==> src/rtl/comm_pkg.sv <==
// Shared serial-comm definitions: frame FSM state encoding reused by the
// shift register and the SPI master.
package comm_pkg;

    typedef enum logic [1:0] {
        IDLE  = 2'd0,
        SHIFT = 2'd1,
        DONE  = 2'd2
    } comm_state_e;

endpackage : comm_pkg

==> src/rtl/univ_shift_reg.sv <==
// Universal shift register: parallel load starts a frame of exactly WIDTH
// serial shifts (direction set by MSB_FIRST); o_Done pulses for one cycle
// when the frame completes. Gaps in i_Shift_En stretch the frame.
module univ_shift_reg
    import comm_pkg::*;
#(
    parameter int WIDTH     = 8,
    parameter bit MSB_FIRST = 1'b1
) (
    input  logic             i_Clk,
    input  logic             i_Rst,
    input  logic             i_Ld,
    input  logic [WIDTH-1:0] i_Data,
    input  logic             i_Shift_En,
    input  logic             i_Ser,
    output logic [WIDTH-1:0] o_Data,
    output logic             o_Ser,
    output logic             o_Busy,
    output logic             o_Done
);

    // Counter holds 0..WIDTH, so it never wraps within a frame.
    localparam int CNT_W = $clog2(WIDTH + 1);
    localparam logic [CNT_W-1:0] LAST_CNT = CNT_W'(WIDTH - 1);

    comm_state_e      state_q, state_d;
    logic [WIDTH-1:0] shreg_q, shreg_d;
    logic [CNT_W-1:0] cnt_q, cnt_d;

    // Next-state, register and counter update; load only outside SHIFT.
    always_comb begin
        state_d = state_q;
        shreg_d = shreg_q;
        cnt_d   = cnt_q;
        case (state_q)
            IDLE, DONE: begin
                if (i_Ld) begin
                    shreg_d = i_Data;
                    cnt_d   = '0;
                    state_d = SHIFT;
                end else begin
                    state_d = IDLE;
                end
            end
            SHIFT: begin
                if (i_Shift_En) begin
                    if (MSB_FIRST) begin
                        shreg_d = {shreg_q[WIDTH-2:0], i_Ser};
                    end else begin
                        shreg_d = {i_Ser, shreg_q[WIDTH-1:1]};
                    end
                    cnt_d = cnt_q + CNT_W'(1);
                    if (cnt_q == LAST_CNT) begin
                        state_d = DONE;
                    end
                end
            end
            default: begin
                state_d = IDLE;
            end
        endcase
    end

    // State, register and counter flops with synchronous reset priority.
    always_ff @(posedge i_Clk) begin
        if (i_Rst) begin
            state_q <= IDLE;
            shreg_q <= '0;
            cnt_q   <= '0;
        end else begin
            state_q <= state_d;
            shreg_q <= shreg_d;
            cnt_q   <= cnt_d;
        end
    end

    assign o_Data = shreg_q;
    assign o_Ser  = MSB_FIRST ? shreg_q[WIDTH-1] : shreg_q[0];
    assign o_Busy = (state_q == SHIFT);
    assign o_Done = (state_q == DONE);

endmodule : univ_shift_reg

==> config.mk <==
export PLATFORM = sky130hd
export DESIGN_NAME = univ_shift_reg
export DESIGN_NICKNAME = d
export VERILOG_FILES = /design/src/rtl/comm_pkg.sv /design/src/rtl/univ_shift_reg.sv
export SDC_FILE = /design/constraint.sdc
export NUM_CORES = 1
export LEC_CHECK = 0
export CORE_ASPECT_RATIO = 1.1
export CORE_MARGIN = 5
export CORE_UTILIZATION = 37
export DETAILED_ROUTE_END_ITERATION = 8
export HOLD_SLACK_MARGIN = 0.12
export PLACE_DENSITY = 0.73
export REMOVE_ABC_BUFFERS = 1
export SYNTH_ARGS = -nofsm -noshare
export SYNTH_HDL_FRONTEND = slang
export SYNTH_SLANG_ARGS = --single-unit
==> constraint.sdc <==
create_clock -name i_Clk -period 1.3 [get_ports i_Clk]
set_clock_uncertainty 0.2 [all_clocks]
set_input_delay 0.26 -clock i_Clk [delete_from_list [all_inputs] [get_ports i_Clk]]
set_output_delay 0.26 -clock i_Clk [all_outputs]
set_load 0.01 [all_outputs]
==> qor.yml, run 1 <==
outcome:
  outcome: "complete, but fails checks"
  violations: "setup timing"
clocking:
  clkLatencyLatePin_ns: 0.29
  cts-root-buf: "clkbuf_4"
  htree_levels: 1
  cts_tree: "yes"
  cts_buffer_depth: 2
  clock-sinks: 14
  clk_pin_slew_ns: 0.10
  cts_buffers: 3
global_routing:
  antenna_found_initial: 0
  grt_pass1_vias: 764
  grt_use_total: 0.167
  grt_max_degree: 10
  gr-total-overflow: 0
  grt_pass1_wl_mm: 3.42
synth:
  synthCells: 76
  mappedNetlistArea_um2: 643
  yosysSeqAreaShare: 0.436
  synth_cell_types: 23
  ys.warnings.count: 0
  ys_seq_elements: 14
  syn_avg_cell_area_um2: 8.46
min_path:
  holdPathStages: 4
  min-delay-start: "i_Ld"
  hp-class: "in -> reg"
sta:
  rsz0062_at_grt: "yes"
  hold_viol_final: 0
  report.final.slew_viol_count: 0
  period_needed_ns: 1.43
  fin_crit_sh: 1.10
  finalWorstSetupSlack_ns: -0.134
  final-setup-viol-count: 12
  tightest_slew_ns: 0.229
  max_freq_mhz: 698
  setup-tns-final_ns: -0.698
  slew_headroom: 0.847
final_layout:
  n_fill_cell: 122
  final_core_utilization: 0.705
  fin_cells: 135
  ff_latch_area_um2: 297
  design_area_um2: 1140
  fin_nets: 134
  multiInputGateArea_um2: 452
  syn_to_final_growth_pct: 76.8
  insertedDiodeCount: 0
  layout-drive-gt1-share: 0.542
detailed_routing:
  finalWirelength_mm: 2.19
  drt_first_pass_iters: 4
  viasPerCell: 5.64
  vias: 762
  drc: 0
  drtAntennaViolNets: 0
  drtIter0Drc: 18
  avgRoutedWirePerCell_um: 16.2
critical_path:
  crit_arrival_ns: 0.97
  critPathLaunchType: "register"
  worstReg2RegStart: "state_q[1]$_SDFFE_PP0P_"
  r2r_cells: 4
  slowest_stage: "dfxtp_4"
  crit_end: "o_Done"
  cp-end-kind: "output pin"
  rr_endpoint: "cnt_q[3]$_SDFFE_PP0P_"
  slowest_delay_ns: 0.37
  crit_chain: "and2b_2, buf_6"
  startpoint: "state_q[0]$_SDFFE_PP0P_"
  path_max_fanout: 3
  timing_worst_setup_path_type: "reg -> out"
  reg2reg_slack_ns: -0.08
  crit_required_ns: 0.84
power:
  power_density_nw_per_um2: 941
  leakagePower_nw: 0.501
  peakVddDrop_mv: 0.635
floorplanning:
  pin_count: 24
  die_x_um: 49.8
  core.rowCount: 15
  die_h_um: 53.7
  fp.coreArea_um2: 1610
  start_util: 0.398
  die_area_um2: 2670
placed_design:
  dp_hpwl_mm: 1.28
  dpl_cell_area_um2: 977
  port_buffers: 23
  gp_congestion: 0.811
  dpl.cell_count: 126
job:
  maxCapViolCount: 0
stage by stage:
stage / hold WS [ns] / worst slack (ns) / power, mW
after floorplan: 0.129 / -0.117 / 0.588
after global placement: 0.275 / -0.420 / 0.757
after detailed placement: 0.286 / -0.452 / 0.761
after CTS: 0.300 / -0.140 / 1.04
after global routing: 0.290 / -0.170 / 1.13
final: 0.257 / -0.134 / 1.07
routing by layer:
metal / GRT usage / wire, µm / vias to the layer above
met5: 0 / 0 / -
met4: 0.0786 / 34 / 0
met3: 0.0332 / 120 / 8
met2: 0.286 / 1130 / 34
met1: 0.201 / 898 / 354
li1: - / - / 366
synth_stat cells (all sizes together):
cell	count	area, µm²
nand2	18	67.6
dfxtp	14	280
o31ai	9	67.6
a31oi	8	50.1
buf	4	22.5
a21oi	2	10.0
and2b	2	16.3
clkinv	2	7.51
nand2b	2	12.5
nand3	2	10.0
nand4b	2	17.5
nor3	2	10.0
a211oi	1	7.51
and3b	1	10.0
ha	1	12.5
nand3b	1	11.3
nand4	1	6.26
nor2	1	3.75
o21ai	1	5.00
or3	1	6.26
xor2	1	8.76
report_power, final:
group | leakage, nW | switching (mW) | internal, mW
combinational | 0.368 | 0.161 | 0.173
clock | 0.0138 | 0.144 | 0.107
sequential | 0.119 | 0.0199 | 0.465
sequential cells by signal, summed over array words and instances, names as in the netlist:
register  count
state_q       2
cnt_q         4
o_Data        8
how the worst min path moves through the flow:
stage | slack (ns) | end
finish | 0.26 | o_Data[5]$_SDFFE_PP0P_
global route | 0.29 | cnt_q[0]$_SDFFE_PP0P_
CTS | 0.30 | cnt_q[3]$_SDFFE_PP0P_
detailed placement | 0.29 | cnt_q[3]$_SDFFE_PP0P_
global placement | 0.28 | cnt_q[3]$_SDFFE_PP0P_
floorplan | 0.13 | cnt_q[1]$_SDFFE_PP0P_
what timing repair did:
| action | 4_1_cts | 5_1_grt |
|---|---|---|
| endpoints found under the setup margin | 23 | 22 |
| gates resized for setup | 63 | 23 |
| buffers inserted | 3 | 1 |
| pin swaps | 2 | 2 |
| hold endpoints to repair | 0 | 0 |
| hold buffers | 0 | 0 |
| cloned | 2 | 0 |
critical path: cells and delay by family, from the launching register on:
family,cells,cell delay [ns]
flops,1,0.37
simple gates,1,0.22
buf+inv,1,0.11
cells in the final DEF, fill, tap and decap left out, types with 2 or more instances in the layout:
master / count
a31oi_1: 8
and2b_2: 2
and3b_2: 2
buf_2: 9
buf_4: 16
buf_6: 4
clkbuf_4: 3
clkdlybuf4s50_1: 10
dfxtp_1: 3
dfxtp_2: 10
nand2_1: 17
nand2b_4: 2
nand3_1: 2
nand4b_1: 2
o31ai_2: 6
o31ai_4: 2
kinds of logic after synthesis:
family | after synthesis | share of synthesized area
flip-flops | 14 | 0.436
buffers and inverters | 6 | 0.0467
AND/OR/NAND/NOR | 33 | 0.267
adder cells (fa/ha/maj) | 1 | 0.0195
AO/OA/AOI/OAI | 21 | 0.218
XOR/XNOR | 1 | 0.0136
final cells by class:
| class | instances | area share |
|---|---|---|
| Tap cell | 17 | 0.0187 |
| Sequential cell | 14 | 0.261 |
| Clock buffer | 3 | 0.0198 |
| Inverter | 2 | 0.0121 |
| Multi-Input combinational cell | 58 | 0.397 |
| Timing Repair Buffer | 41 | 0.292 |
Note: power is estimated with default switching activity, not from simulation.
==> run 2: changes to the inputs <==
CAP_MARGIN = 20   (was unset)
==> results of run 2 <==
No change in the layout: final DEF, timing and power equal those of run 1.
==> run 3: changes to the inputs <==
CORE_UTILIZATION = 45   (was 37)
MAX_ROUTING_LAYER = met4   (was unset)
PLACE_DENSITY = 0.83   (was 0.73)
clock period = 1.7 ns   (was 1.3 ns; I/O delays follow)
==> qor.yml, run 3 (same netlist as run 1, synthesis figures left out) <==
floorplanning:
  pin_count: 24  # unchanged
  die_area_um2: 2290  # -14%
  fp.coreArea_um2: 1370  # -15%
  core.rowCount: 14  # -1
  start_util: 0.471  # +0.0722
  die_x_um: 46.0  # -7.4%
  die_h_um: 49.7  # -7.6%
final_layout:
  layout-drive-gt1-share: 0.152  # -0.390
  fin_nets: 120  # -10%
  syn_to_final_growth_pct: 45.7
  layout_commonest_cell: "nand2_1"
  largest_reg_flops: 8  # unchanged
  insertedDiodeCount: 0  # unchanged
  layout_common_cells: "nand2_1, dfxtp_1, clkdlybuf4s50_1, dlygate4sd2_1, o31ai_1"
clocking:
  hold_buffers: 0  # unchanged
  cts_buffer_depth: 2  # unchanged
  clk_pin_slew_ns: 0.08  # -0.02 ns
  clkLatencyLatePin_ns: 0.29  # about the same
  post_cts_buffers: 0  # -3
  cts-root-buf: "clkbuf_4"
  cts_buffers: 3  # unchanged
  htree_levels: 1  # unchanged
  cts_tree: "yes"
  clock-sinks: 14  # unchanged
power:
  intPower_uw: 567  # -24%
  finalPower_uw: 778  # -27%
  combPwrFrac: 0.216  # -0.096
  seqPwrFrac: 0.474  # +0.021
  clkPwrFrac: 0.310  # +0.075
  switching_share: 0.272  # -0.0321
  leakagePower_nw: 0.410  # -18%
  power_density_nw_per_um2: 830  # -12%
  netSwitchingPower_uw: 211  # -35%
  peakVddDrop_mv: 0.540  # -15%
critical_path:
  timing_worst_setup_path_type: "reg -> out"
  startpoint: "state_q[0]$_SDFFE_PP0P_"
  cp-end-kind: "output pin"
  path_max_fanout: 3  # unchanged
  reg2reg_slack_ns: 0.23  # +0.31 ns
  crit_required_ns: 1.16  # +0.32 ns
  critPathLaunchType: "register"
  crit_arrival_ns: 1.10  # +0.13 ns
  worstReg2RegStart: "state_q[0]$_SDFFE_PP0P_"
sta:
  period_needed_ns: 1.64
  hold_viol_final: 0  # unchanged
  max_freq_mhz: 611
  rsz0062_at_grt: "no"
  report.final.slew_viol_count: 0  # unchanged
  setup-tns-final_ns: 0  # +0.698 ns
  fin_crit_sh: 0.963
  finalWorstSetupSlack_ns: 0.0636  # +0.197 ns
  slew_headroom: 0.749  # -0.0984
  tightest_slew_ns: 0.377  # +0.148 ns
  final-setup-viol-count: 0  # -12
placed_design:
  dpl_worst_slack_ns: -0.188  # +0.264 ns
  port_buffers: 23  # unchanged
  gp_congestion: 0.821  # +1.3%
  dp_hpwl_mm: 1.28  # +0.23%
min_path:
  hp-class: "reg -> reg"
  min-delay-start: "o_Data[5]$_SDFFE_PP0P_"
global_routing:
  grt_pass1_vias: 693  # -9.3%
  antenna_found_initial: 0  # unchanged
  grt_pass1_wl_mm: 2.96  # -14%
  grt_use_total: 0.180  # +0.0135
  gr-total-overflow: 0  # unchanged
  grt_max_degree: 12  # +2
job:
  maxCapViolCount: 0  # unchanged
detailed_routing:
  viasPerCell: 5.44  # -3.7%
  drt_first_pass_iters: 4  # unchanged
  drtAntennaViolNets: 0  # unchanged
  vias: 658  # -14%
  drtIter0Drc: 11  # -7
  avgRoutedWirePerCell_um: 14.2  # -13%
  finalWirelength_mm: 1.71  # -22%
  met2_length_um: 793  # -30%
  met3_length_um: 128  # +6.7%
  top_layer: "met4"
  wl_met1_um: 765  # -15%
  drc: 0  # unchanged
outcome:
  outcome: "complete, no violations"
[run 3: changes by cell type in the layout (fill, tap and decap cells not counted), moves of 8 or more]
cell / previous run / this run
dlygate4sd2_1: 1 / 10
dfxtp_2: 10 / 2
buf_2: 9 / 0
o31ai_1: 1 / 9
dfxtp_1: 3 / 12
buf_4: 16 / 6
[run 3: layout make-up]
class	count	area, µm²
tap	16	20.0
multi-input combinational	56	333
fill	120	429
sequential	14	283
clock buffer	4	36.3
inverter	2	7.51
timing repair buffer	29	258
[run 3: repair_timing]
item,CTS,global route
resized for setup,13,2
gates cloned,0,0
endpoints found under the setup margin,11,2
[run 3: worst max-delay path, cell delays in order, from the launching register on]
cell and delay, ns:
dfxtp_2 0.34, and2b_2 0.20, dlygate4sd2_1 0.27
[run 3: path summary, 6_finish.rpt]
path                            end  cells past startpoint
max                          o_Done                      2
min reg2reg  o_Data[6]$_SDFFE_PP0P_                      2
max reg2reg  o_Data[6]$_SDFFE_PP0P_                      4
min          o_Data[6]$_SDFFE_PP0P_                      2
[run 3: routing by layer]
layer | up-vias | track usage
met5 | - | -
met4 | 0 | 0.0806
met3 | 4 | 0.0545
met2 | 26 | 0.284
met1 | 293 | 0.204
li1 | 335 | -
[run 3: through the flow]
step           utilization  hold WS [ns]  instance area, µm²  std cells
2_1_floorplan            -         0.209                 621         72
3_3_place_gp         0.670         0.275                 916        117
6_report             0.686         0.286                 937        121
4_1_cts              0.689         0.289                 941        121
5_1_grt              0.686         0.309                 937        121
3_5_place_dp         0.670         0.280                 916        117
[run 3: power groups by stage]
stage	logic (mW)	registers [mW]	clock network [mW]
after detailed placement	0.185	0.377	0
after global routing	0.185	0.373	0.262
after global placement	0.182	0.376	0
after CTS	0.170	0.368	0.245
final	0.168	0.369	0.241
after floorplan	0.0627	0.387	0
